$ cat src/rtl/laser_shot_scheduler.sv
// Laser shot scheduler: drives the pulse generator for one burst, counts detected shots,
// requires a receiver acknowledge per shot and ends the burst on completion, abort, overrun or timeout.
module laser_shot_scheduler #(
  parameter int SHOT_W        = 16,
  parameter int SETTLE_CYCLES = 8,
  parameter int TIMEOUT_W     = 20,
  parameter int TIMEOUT       = 200000
) (
  input  logic              CLK,
  input  logic              RSTn,
  input  logic              START,
  input  logic              ABORT,
  input  logic [1:0]        CFG_MODE,
  input  logic [SHOT_W-1:0] CFG_SHOTS,
  input  logic              PULSE_SYNC,
  input  logic              RX_DONE,
  output logic              LP_EN,
  output logic [1:0]        LP_MODE,
  output logic              BUSY,
  output logic              DONE,
  output logic              ERR_OVERRUN,
  output logic              ERR_TIMEOUT,
  output logic [SHOT_W-1:0] SHOTS_FIRED,
  output logic [2:0]        DBG_STATE
);

  typedef enum logic [2:0] {
    S_IDLE    = 3'd0,
    S_SETUP   = 3'd1,
    S_ARM     = 3'd2,
    S_WAIT_RX = 3'd3,
    S_FINISH  = 3'd4
  } state_e;

  localparam int SET_W = $clog2(SETTLE_CYCLES + 1);

  state_e            state_q, state_d;
  logic [SET_W-1:0]  settle_q, settle_d;
  logic [TIMEOUT_W-1:0] wd_q, wd_d;
  logic [SHOT_W-1:0] shots_q, shots_d;
  logic [SHOT_W-1:0] fired_q, fired_d;
  logic [1:0]        mode_q, mode_d;
  logic              ovr_q, ovr_d;
  logic              tmo_q, tmo_d;
  logic              pulse_q;
  logic              en_q, busy_q, done_q;
  logic              rise, wd_exp, last_shot;

  assign rise      = PULSE_SYNC & ~pulse_q;
  assign wd_exp    = (wd_q == TIMEOUT_W'(TIMEOUT - 1));
  assign last_shot = (fired_q == shots_q);

  always_comb begin
    state_d  = state_q;
    settle_d = settle_q;
    wd_d     = wd_q;
    shots_d  = shots_q;
    fired_d  = fired_q;
    mode_d   = mode_q;
    ovr_d    = ovr_q;
    tmo_d    = tmo_q;
    unique case (state_q)
      S_IDLE: begin
        if (START && !ABORT) begin
          ovr_d   = 1'b0;
          tmo_d   = 1'b0;
          fired_d = '0;
          if (CFG_SHOTS != '0) begin
            shots_d  = CFG_SHOTS;
            mode_d   = CFG_MODE;
            settle_d = '0;
            state_d  = S_SETUP;
          end else begin
            state_d  = S_FINISH;
          end
        end
      end
      S_SETUP: begin
        if (ABORT) begin
          state_d = S_IDLE;
        end else if (settle_q == SET_W'(SETTLE_CYCLES - 1)) begin
          wd_d    = '0;
          state_d = S_ARM;
        end else begin
          settle_d = settle_q + 1'b1;
        end
      end
      S_ARM: begin
        // RX_DONE here has no shot to acknowledge and is dropped
        if (ABORT) begin
          state_d = S_IDLE;
        end else if (rise) begin
          fired_d = fired_q + 1'b1;
          wd_d    = '0;
          state_d = S_WAIT_RX;
        end else if (wd_exp) begin
          tmo_d   = 1'b1;
          state_d = S_FINISH;
        end else begin
          wd_d = wd_q + 1'b1;
        end
      end
      S_WAIT_RX: begin
        if (ABORT) begin
          state_d = S_IDLE;
        end else if (RX_DONE && rise) begin
          // acknowledge closes this shot; the rise is the next one unless the burst is complete
          wd_d = '0;
          if (last_shot) begin
            ovr_d   = 1'b1;
            state_d = S_FINISH;
          end else begin
            fired_d = fired_q + 1'b1;
          end
        end else if (RX_DONE) begin
          wd_d    = '0;
          state_d = last_shot ? S_FINISH : S_ARM;
        end else if (rise) begin
          ovr_d   = 1'b1;
          if (!last_shot) fired_d = fired_q + 1'b1;
          state_d = S_FINISH;
        end else if (wd_exp) begin
          tmo_d   = 1'b1;
          state_d = S_FINISH;
        end else begin
          wd_d = wd_q + 1'b1;
        end
      end
      S_FINISH: state_d = S_IDLE;
      default:  state_d = S_IDLE;
    endcase
  end

  always_ff @(posedge CLK or negedge RSTn) begin
    if (!RSTn) begin
      state_q  <= S_IDLE;
      settle_q <= '0;
      wd_q     <= '0;
      shots_q  <= '0;
      fired_q  <= '0;
      mode_q   <= 2'd0;
      ovr_q    <= 1'b0;
      tmo_q    <= 1'b0;
      pulse_q  <= 1'b0;
      en_q     <= 1'b0;
      busy_q   <= 1'b0;
      done_q   <= 1'b0;
    end else begin
      state_q  <= state_d;
      settle_q <= settle_d;
      wd_q     <= wd_d;
      shots_q  <= shots_d;
      fired_q  <= fired_d;
      mode_q   <= mode_d;
      ovr_q    <= ovr_d;
      tmo_q    <= tmo_d;
      pulse_q  <= PULSE_SYNC;
      // enable and busy follow the state being entered; DONE follows the FINISH cycle
      en_q     <= (state_d == S_ARM) || (state_d == S_WAIT_RX);
      busy_q   <= (state_d != S_IDLE);
      done_q   <= (state_q == S_FINISH);
    end
  end

  assign LP_EN       = en_q;
  assign LP_MODE     = mode_q;
  assign BUSY        = busy_q;
  assign DONE        = done_q;
  assign ERR_OVERRUN = ovr_q;
  assign ERR_TIMEOUT = tmo_q;
  assign SHOTS_FIRED = fired_q;
  assign DBG_STATE   = state_q;

endmodule

$ cat config.mk
export PLATFORM = sky130hd
export DESIGN_NAME = laser_shot_scheduler
export DESIGN_NICKNAME = d
export VERILOG_FILES = /design/src/rtl/laser_shot_scheduler.sv
export SDC_FILE = /design/constraint.sdc
export NUM_CORES = 1
export LEC_CHECK = 0
export ABC_AREA = 1
export BUFFER_PORTS_ARGS = -buffer_cell sky130_fd_sc_hd__buf_4
export CAP_MARGIN = 15
export CORE_MARGIN = 10
export CORE_UTILIZATION = 45
export CTS_BUF_LIST = sky130_fd_sc_hd__clkbuf_4 sky130_fd_sc_hd__clkbuf_8
export CTS_CLUSTER_SIZE = 10
export DETAILED_ROUTE_END_ITERATION = 10
export PLACE_DENSITY = 0.73
export SLEW_MARGIN = 20
export SYNTH_ARGS = -nofsm -noshare
export SYNTH_HDL_FRONTEND = slang
export SYNTH_SLANG_ARGS = --single-unit
$ cat constraint.sdc
create_clock -name CLK -period 4.65 [get_ports CLK]
set_input_delay 1.1625 -clock CLK [delete_from_list [all_inputs] [get_ports CLK]]
set_output_delay 1.1625 -clock CLK [all_outputs]
set_load 0.01 [all_outputs]
==> results of run 1 <==
## logic make-up (layout without fill, tap and decap cells)
kind of cell | count (synthesis) | after routing | synth area share
DFF | 67 | 67 | 0.4113
adders and majority gates | 3 | 3 | 0.009209
xor gates and xnor gates | 17 | 17 | 0.03652
AOI/OAI and AO/OA | 76 | 76 | 0.1194
and+or+nand+nor | 286 | 286 | 0.3241
buffers and inverters | 95 | 150 | 0.09945
## sequential cells by signal, indices dropped and copies added (netlist names)
name / count
BUSY: 1
DBG_STATE: 3
DONE: 1
ERR_OVERRUN: 1
ERR_TIMEOUT: 1
LP_EN: 1
LP_MODE: 2
SHOTS_FIRED: 16
pulse_q: 1
settle_q: 4
shots_q: 16
wd_q: 20
## stage by stage
step / total power [W] / cell area (um^2) / hold slack [ns] / utilization / instances
final: 0.001457 / 4743 / 0.4914 / 0.5413 / 707
after global routing: 0.001533 / 4743 / 0.5358 / 0.5413 / 707
after CTS: 0.001474 / 4743 / 0.4960 / 0.5413 / 707
after detailed placement: 0.0008744 / 4498 / 0.4765 / 0.5133 / 691
after global placement: 0.0008670 / 4498 / 0.4662 / 0.5133 / 691
after floorplan: 0.0008078 / 4076 / 0.4841 / - / 544
## power by group
group          internal [W]  total [W]  switching, W
combinational     0.0000752   0.000199      0.000124
sequential         0.000629   0.000662     0.0000327
clock              0.000363   0.000596      0.000233
total               0.00107    0.00146      0.000390
## final timing paths
path,startpoint,end,cells after the start
worst max-delay path,ABORT,wd_q[5],11
worst min-delay path,LP_MODE[1],LP_MODE[1],2
worst max register to register,SHOTS_FIRED[6],SHOTS_FIRED[6],11
worst min register to register,LP_MODE[1],LP_MODE[1],2
max in group asynchronous,RSTn,wd_q[15],1
min in group asynchronous,RSTn,SHOTS_FIRED[4],1
## metal layers
layer | up-vias | part of all wire | wire length [um]
li1 | 1826 | - | -
met1 | 1702 | 0.45 | 4305
met2 | 96 | 0.47 | 4525
met3 | 15 | 0.064 | 616
met4 | 0 | 0.019 | 185
met5 | - | 0 | 0
## worst register-to-register path, stage by stage (launching register included)
cell and delay, ns:
sky130_fd_sc_hd__dfrtp_1 0.50, sky130_fd_sc_hd__inv_2 0.09, sky130_fd_sc_hd__nand2_1 0.07, sky130_fd_sc_hd__nand2_1 0.05, sky130_fd_sc_hd__nor2_1 0.09, sky130_fd_sc_hd__nand2_1 0.08
sky130_fd_sc_hd__nor2_1 0.18, sky130_fd_sc_hd__nand2_2 0.14, sky130_fd_sc_hd__o21ai_4 0.57, sky130_fd_sc_hd__inv_2 0.20, sky130_fd_sc_hd__nand3_1 0.13, sky130_fd_sc_hd__o21ai_1 0.07
## cell usage in the layout (no fill, tap or decap), types with 2 or more instances in the layout
cell                         count
sky130_fd_sc_hd__nor4_1          3
sky130_fd_sc_hd__nand3b_2        2
sky130_fd_sc_hd__buf_4          49
sky130_fd_sc_hd__o31ai_1         6
sky130_fd_sc_hd__clkinvlp_4      2
sky130_fd_sc_hd__inv_2          10
sky130_fd_sc_hd__inv_1          73
sky130_fd_sc_hd__nor2_1         58
sky130_fd_sc_hd__and3_1          2
sky130_fd_sc_hd__dfrtp_1        67
sky130_fd_sc_hd__a22oi_1         2
sky130_fd_sc_hd__ha_1            3
sky130_fd_sc_hd__nand2_2         2
sky130_fd_sc_hd__nor3_1         12
sky130_fd_sc_hd__xor2_1         17
sky130_fd_sc_hd__inv_4           2
sky130_fd_sc_hd__o21ai_0        25
sky130_fd_sc_hd__clkbuf_8        9
sky130_fd_sc_hd__o31ai_2         5
sky130_fd_sc_hd__o21a_1          2
sky130_fd_sc_hd__a21oi_1        17
sky130_fd_sc_hd__nand2_1       150
sky130_fd_sc_hd__bufinv_16       3
sky130_fd_sc_hd__a21oi_2         3
sky130_fd_sc_hd__o22ai_1         2
sky130_fd_sc_hd__nand2_4         2
sky130_fd_sc_hd__nand4_1        10
sky130_fd_sc_hd__nor2_4          3
sky130_fd_sc_hd__nand3_1        28
sky130_fd_sc_hd__nor2_2          5
sky130_fd_sc_hd__o21ai_2         4
sky130_fd_sc_hd__o21ai_1         7
## area by class of cell
| type | instances | area (um^2) |
|---|---|---|
| inverters | 85 | 324.1 |
| clock inverters | 6 | 113.9 |
| flip-flops and latches | 67 | 1677 |
| fillers | 828 | 4020 |
| well taps | 108 | 135.1 |
| repair buffers | 49 | 367.9 |
| clock buffers | 10 | 131.4 |
| multi-input cells | 382 | 1994 |
==> metrics.md, run 1 <==
| Metric | Value |
|---|---|
| Area contributors post-synth | sky130_fd_sc_hd__dfrtp_1 (41%), sky130_fd_sc_hd__nand2_1 (14%), sky130_fd_sc_hd__inv_1 (6.7%) |
| Ratio of routed vias to standard cells | 5.147 |
| Antenna violation net count after detailed routing | 0 |
| VDD IR-drop max | 0.1781 mV |
| Number of buffers inserted by hold repair at cts | 0 |
| Slack of the critical path | 2.282 ns |
| Routability-driven placement congestion ratio | 0.8754 |
| Top delay family on crit path | simple AND/OR/NAND/NOR gates |
| Number of distinct library cells after synthesis | 45 |
| Number of antenna repair diodes | 0 |
| Number of global-route vias before repair | 3,536 |
| Maxcap violations | 0 |
| Synthesized netlist net count | 571 |
| Slack of the worst reg-to-reg path | 2.37 ns |
| Largest net degree at the start of global routing | 68 |
| Most repeated cell in the gate-level netlist after synthesis | sky130_fd_sc_hd__nand2_1 |
| Clock Sink Count | 67 |
| Post CTS Setup Buffer Count | 0 |
| Outcome | finished clean |
| Met1 global-route usage | 0.1880 |
| Top flip-flop cell by instance count after synthesis | sky130_fd_sc_hd__dfrtp_1 |
| Critical path endpoint category | flop |
| Clock insertion delay at the later pin of the skew report | 0.35 ns |
| Total of warnings raised by yosys | 0 |
| Final wirelength | 9633 um |
| Final worst-path cycle share | 0.5092 |
| Synthesized area per cell | 7.493 um^2 |
| Die span in y | 115.2 um |
| Async set or reset register ratio after synthesis | 1.000 |
| Via count | 3,639 |
| Setup repair after global routing missed its margin | no |
| Hold violation count in the final report | 0 |
| Count of flip-flops with a built-in enable after synthesis | 0 |
| Max frequency | 0.4223 GHz |
| Area of the die | 13,270 um^2 |
| Layout net count | 621 |
| DRC viols | 0 |
| GRT overflow | 0 |
| Top Usage Layer GRT | met2 |
| Clock root cell | sky130_fd_sc_hd__clkbuf_8 |
| Clock tree skew after final layout | 0.007274 ns |
| Met3 global-route usage | 0.03385 |
| Number of antenna violations at the first check in global routing | 0 |
| Buffer depth of the longest clock path | 2 |
| Cell accounting for the most synthesized area | sky130_fd_sc_hd__dfrtp_1 |
| Resized cells post-CTS | 0 |
| Lkg Pwr | 2.298 nW |
| Per-cell routed wire length | 13.63 um |
| Min cycle time layout | 2.368 ns |
| Number of buffers inserted during clock tree synthesis | 9 |
| # rows | 34 |
| Synth top area share | 0.4113 |
| Wire length of the first global-routing pass | 16,410 um |
| Worst slack at placement | 1.926 ns |
| Share of post-route cells with drive strength above 1 | 0.1853 |
| Combined buffer and inverter count along the critical path | 2 |
| Initial Utilization | 0.4652 |
| Met2 Resource Use GR | 0.2406 |
| Sum of negative setup slack | 0 ns |
| H-tree Lvls | 3 |
| WP data required | 4.89 ns |
| Drt pass-1 iters | 5 |
| Critical path's slowest cell | sky130_fd_sc_hd__nor2_4 |
| CTS clock-pin slew for the worst setup and hold paths | 0.08 ns |
| Signed area change from the synthesized netlist to the final layout | 16.36% |
| Worst max-slew margin expressed relative to the limit | 0.4325 |
| Cells along the critical path | buf_4 -> nor2_2 -> inv_1 -> nor2_2 -> o21ai_2 -> nor2_4 -> nand2_4 -> nor2_4 -> nand2_1 -> o21ai_0 -> a21oi_1 |
| Crit path DAT | 2.60 ns |
| Delay contributed by the slowest stage of the critical path | 0.42 ns |
| Input/output buffers | 49 |
| Die Wd | 115.2 um |
| Max Slew Vio Count | 0 |
| Total half-perimeter wirelength after legalization and detailed placement | 7146 um |
| Max FO, Critical Path | 13 |
| Placeable core region | 8763 um^2 |
| Final Setup Violations | 0 |
| Top cells by instance count after synthesis | sky130_fd_sc_hd__nand2_1 (150), sky130_fd_sc_hd__inv_1 (73), sky130_fd_sc_hd__dfrtp_1 (67) |
| Post-synthesis sequential element count | 67 |
| Crit Path Category | primary input to flop |
| Boundary Pins | 50 |
| Cell count after synthesis | 544 |
| Slew of the pin with the lowest slew margin | 0.8513 ns |
| Post-synthesis sequential area ratio | 0.4113 |
| Power per Cell Area | 307.3 nW/um^2 |
| TritonCTS clock tree | yes |
| Post-synthesis instance area | 4076 um^2 |
| Critical Path Source Type | primary input |
| Worst min-delay path class | flop to flop |
| Aggregate global-route resource usage | 0.1485 |
| Iter 0 DRT Violations | 275 |
No activity file was read; power rests on OpenSTA's default activity.
==> run 2, diff against run 1 <==
--- a/config.mk
+++ b/config.mk
@@ -13,7 +13,7 @@
 export CTS_BUF_LIST = sky130_fd_sc_hd__clkbuf_4 sky130_fd_sc_hd__clkbuf_8
 export CTS_CLUSTER_SIZE = 10
 export DETAILED_ROUTE_END_ITERATION = 10
-export PLACE_DENSITY = 0.73
+export PLACE_DENSITY = 0.76
 export SLEW_MARGIN = 20
 export SYNTH_ARGS = -nofsm -noshare
 export SYNTH_HDL_FRONTEND = slang
==> constraint.sdc (replaced) <==
create_clock -name CLK -period 2.1 [get_ports CLK]
set_input_delay 0.525 -clock CLK [delete_from_list [all_inputs] [get_ports CLK]]
set_output_delay 0.525 -clock CLK [all_outputs]
set_load 0.01 [all_outputs]
==> run 2 against run 1 <==
  * First-iteration DRC count shrank 17%
  * Critical endpoint is now SHOTS_FIRED[2]
  * Critical path depth is the same
  * Hold slack lost 0.40 ns
  * Die area is the same
  * Register-to-register slack lost 2.2 ns
  * Sequential power grew 120%
  * Power grew 120%
  * Sequential share of layout area shrank 0.67 points
  * Via count grew 1.0%
  * Final cell count grew 1.7%
  * Utilization grew 1.1 points
  * Largest cell class unchanged
  * Count of clock-buffer cells in the layout shrank 1
==> metrics.md, run 2 (synthesis gave the netlist of run 1 again) <==
| Metric | Value |
|---|---|
| CTS clock-pin slew for the worst setup and hold paths | 0.08 ns (about the same) |
| GRT overflow | 0 (unchanged) |
| Max FO, Critical Path | 18 (+5) |
| Lkg Pwr | 2.361 nW (+2.7%) |
| Die Wd | 115.2 um (unchanged) |
| Wire length of the first global-routing pass | 17,000 um (+3.6%) |
| Maxcap violations | 0 (unchanged) |
| R2r worst-path depth | 11 (unchanged) |
| Biggest register | wd_q |
| Post-route non-filler standard cell count | 719 (+1.7%) |
| Worst slack at placement | 0.05114 ns (-1.874 ns) |
| TritonCTS clock tree | yes |
| Boundary Pins | 50 (unchanged) |
| Min cycle time layout | 1.904 ns |
| Worst max-slew margin expressed relative to the limit | 0.7220 (+0.2896) |
| Drt pass-1 iters | 4 (-1) |
| Critical Path Source Type | flop |
| Number of buffers inserted by hold repair at cts | 0 (unchanged) |
| Number of buffers inserted during clock tree synthesis | 9 (unchanged) |
| Per-cell routed wire length | 13.78 um (+1.2%) |
| Iter 0 DRT Violations | 227 (-17%) |
| # rows | 34 (unchanged) |
| Setup repair after global routing missed its margin | no |
| Clock insertion delay at the later pin of the skew report | 0.35 ns (about the same) |
| DRC viols | 0 (unchanged) |
| WP data required | 2.38 ns (-2.51 ns) |
| Slack of the critical path | 0.1962 ns (-2.086 ns) |
| Area of the die | 13,270 um^2 (unchanged) |
| Final worst-path cycle share | 0.9066 |
| Hold violation count in the final report | 0 (unchanged) |
| Number of cells after detailed placement | 701 (+1.4%) |
| Worst Setup SP | SHOTS_FIRED[6] |
| Number of antenna repair diodes | 0 (unchanged) |
| Final wirelength | 9910 um (+2.9%) |
| Layout net count | 633 (+1.9%) |
| Routability-driven placement congestion ratio | 0.9590 (+9.5%) |
| Critical path's slowest cell | sky130_fd_sc_hd__dfrtp_1 |
| Initial Utilization | 0.4652 (unchanged) |
| Antenna violation net count after detailed routing | 0 (unchanged) |
| Slack of the worst reg-to-reg path | 0.20 ns (-2.17 ns) |
| Number of inserted filler cells in the final layout | 799 (-3.5%) |
| Clock root cell | sky130_fd_sc_hd__clkbuf_8 |
| Die span in y | 115.2 um (unchanged) |
| Aggregate global-route resource usage | 0.1541 (+0.005585) |
| Critical path endpoint category | flop |
| Input/output buffers | 49 (unchanged) |
| Crit path DAT | 2.19 ns (-0.41 ns) |
| Sum of negative setup slack | 0 ns (unchanged) |
| Worst min-delay path class | primary input to async pin |
| Power per Cell Area | 657.1 nW/um^2 (+110%) |
| Crit Path Category | flop to flop |
| Outcome | finished clean |
| VDD IR-drop max | 0.3567 mV (+100%) |
| Max Slew Vio Count | 0 (unchanged) |
| Leading cell type in the layout, fill and taps excluded | sky130_fd_sc_hd__nand2_1 |
| Clock tree skew after final layout | 0.01182 ns (+0.004543 ns) |
| Largest net degree at the start of global routing | 36 (-47%) |
| Ratio of routed vias to standard cells | 5.114 (-0.64%) |
| Number of global-route vias before repair | 3,691 (+4.4%) |
| Overall power consumption | 0.003179 W (+120%) |
| Max frequency | 0.5253 GHz |
| Leading cell types in the layout, fill and taps excluded | sky130_fd_sc_hd__nand2_1 (150), sky130_fd_sc_hd__inv_1 (73), sky130_fd_sc_hd__dfrtp_1 (66) |
| Final Setup Violations | 0 (unchanged) |
| Dominant cell type by count on the critical path | sky130_fd_sc_hd__nand2_1 |
| Clock Sink Count | 67 (unchanged) |
| Placeable core region | 8763 um^2 (unchanged) |
| Core Util, Final | 0.5521 (+0.01085) |
| Buffer depth of the longest clock path | 2 (unchanged) |
| Signed area change from the synthesized netlist to the final layout | 18.69% |
| Delay contributed by the slowest stage of the critical path | 0.49 ns (+0.07 ns) |
| H-tree Lvls | 3 (unchanged) |
| Via count | 3,677 (+1.0%) |
| Share of post-route cells with drive strength above 1 | 0.2029 (+0.01764) |
| Number of antenna violations at the first check in global routing | 0 (unchanged) |
| Total half-perimeter wirelength after legalization and detailed placement | 7576 um (+6.0%) |
| Worst flop-to-flop path endpoint | SHOTS_FIRED[2] |
| Cells along the critical path | inv_2 -> nand2_1 -> nand2_1 -> nor2_1 -> nand2_1 -> nor2_1 -> nand2_2 -> o21ai_4 -> buf_12 -> a21oi_1 -> a21oi_1 |
| Slew of the pin with the lowest slew margin | 0.4165 ns (-0.4348 ns) |
| Max reg flops | 20 (unchanged) |
| End of the critical path | SHOTS_FIRED[2] |
| Startpoint of the lowest-slack register-to-register path | SHOTS_FIRED[6] |
-- run 2: critical path: cells and delay by family (launching register included) --
family          cells  cell delay (ns)
buf+inv             2             0.29
compound gates      3             0.42
flops               1             0.49
simple gates        6             0.62
-- run 2: where the power goes --
part / total, W / internal, W / switching, W / leakage (nW)
logic: 0.000483 / 0.000188 / 0.000295 / 1.35
registers: 0.00146 / 0.00139 / 0.0000714 / 0.895
clock network: 0.00123 / 0.000677 / 0.000555 / 0.110
-- run 2: metrics by stage --
stage | area, um^2 | hold WS [ns]
final | 4838 | 0.08813
after global routing | 4838 | 0.1053
after CTS | 4821 | 0.09070
after detailed placement | 4598 | 0.4671
after global placement | 4598 | 0.4607
after floorplan | 4076 | 0.2294
-- run 2: layer usage --
| metal | GRT usage | up-vias | wire length, um |
|---|---|---|---|
| li1 | - | 1859 | - |
| met1 | 0.1910 | 1742 | 4416 |
| met2 | 0.2613 | 64 | 4993 |
| met3 | 0.03750 | 12 | 415 |
| met4 | 0.04043 | 0 | 85 |
| met5 | 0 | - | 0 |
-- run 2: how the worst min path moves through the flow --
stage / start / endpoint / slack [ns] / cells past startpoint
5_1_grt: RSTn / shots_q[7] / 0.11 / 1
3_3_place_gp: ERR_OVERRUN / ERR_OVERRUN / 0.46 / 2
6_report: RSTn / shots_q[7] / 0.09 / 1
4_1_cts: RSTn / shots_q[7] / 0.09 / 1
3_5_place_dp: ERR_OVERRUN / ERR_OVERRUN / 0.47 / 2
2_1_floorplan: RSTn / BUSY / 0.23 / 0
-- run 2: area by class of cell --
class | count | area (um^2) | area share
flip-flops and latches | 67 | 1678 | 0.3468
repair buffers | 61 | 483.0 | 0.09982
inverters | 85 | 325.3 | 0.06724
multi-input cells | 382 | 1994 | 0.4122
clock buffers | 9 | 123.9 | 0.02560
well taps | 108 | 135.1 | 0.02793
clock inverters | 7 | 98.84 | 0.02043
-- run 2: what timing repair did --
action / in CTS / in global routing
endpoints found under the setup margin: 0 / 26
resized for setup: 0 / 2
buffers inserted: 0 / 2
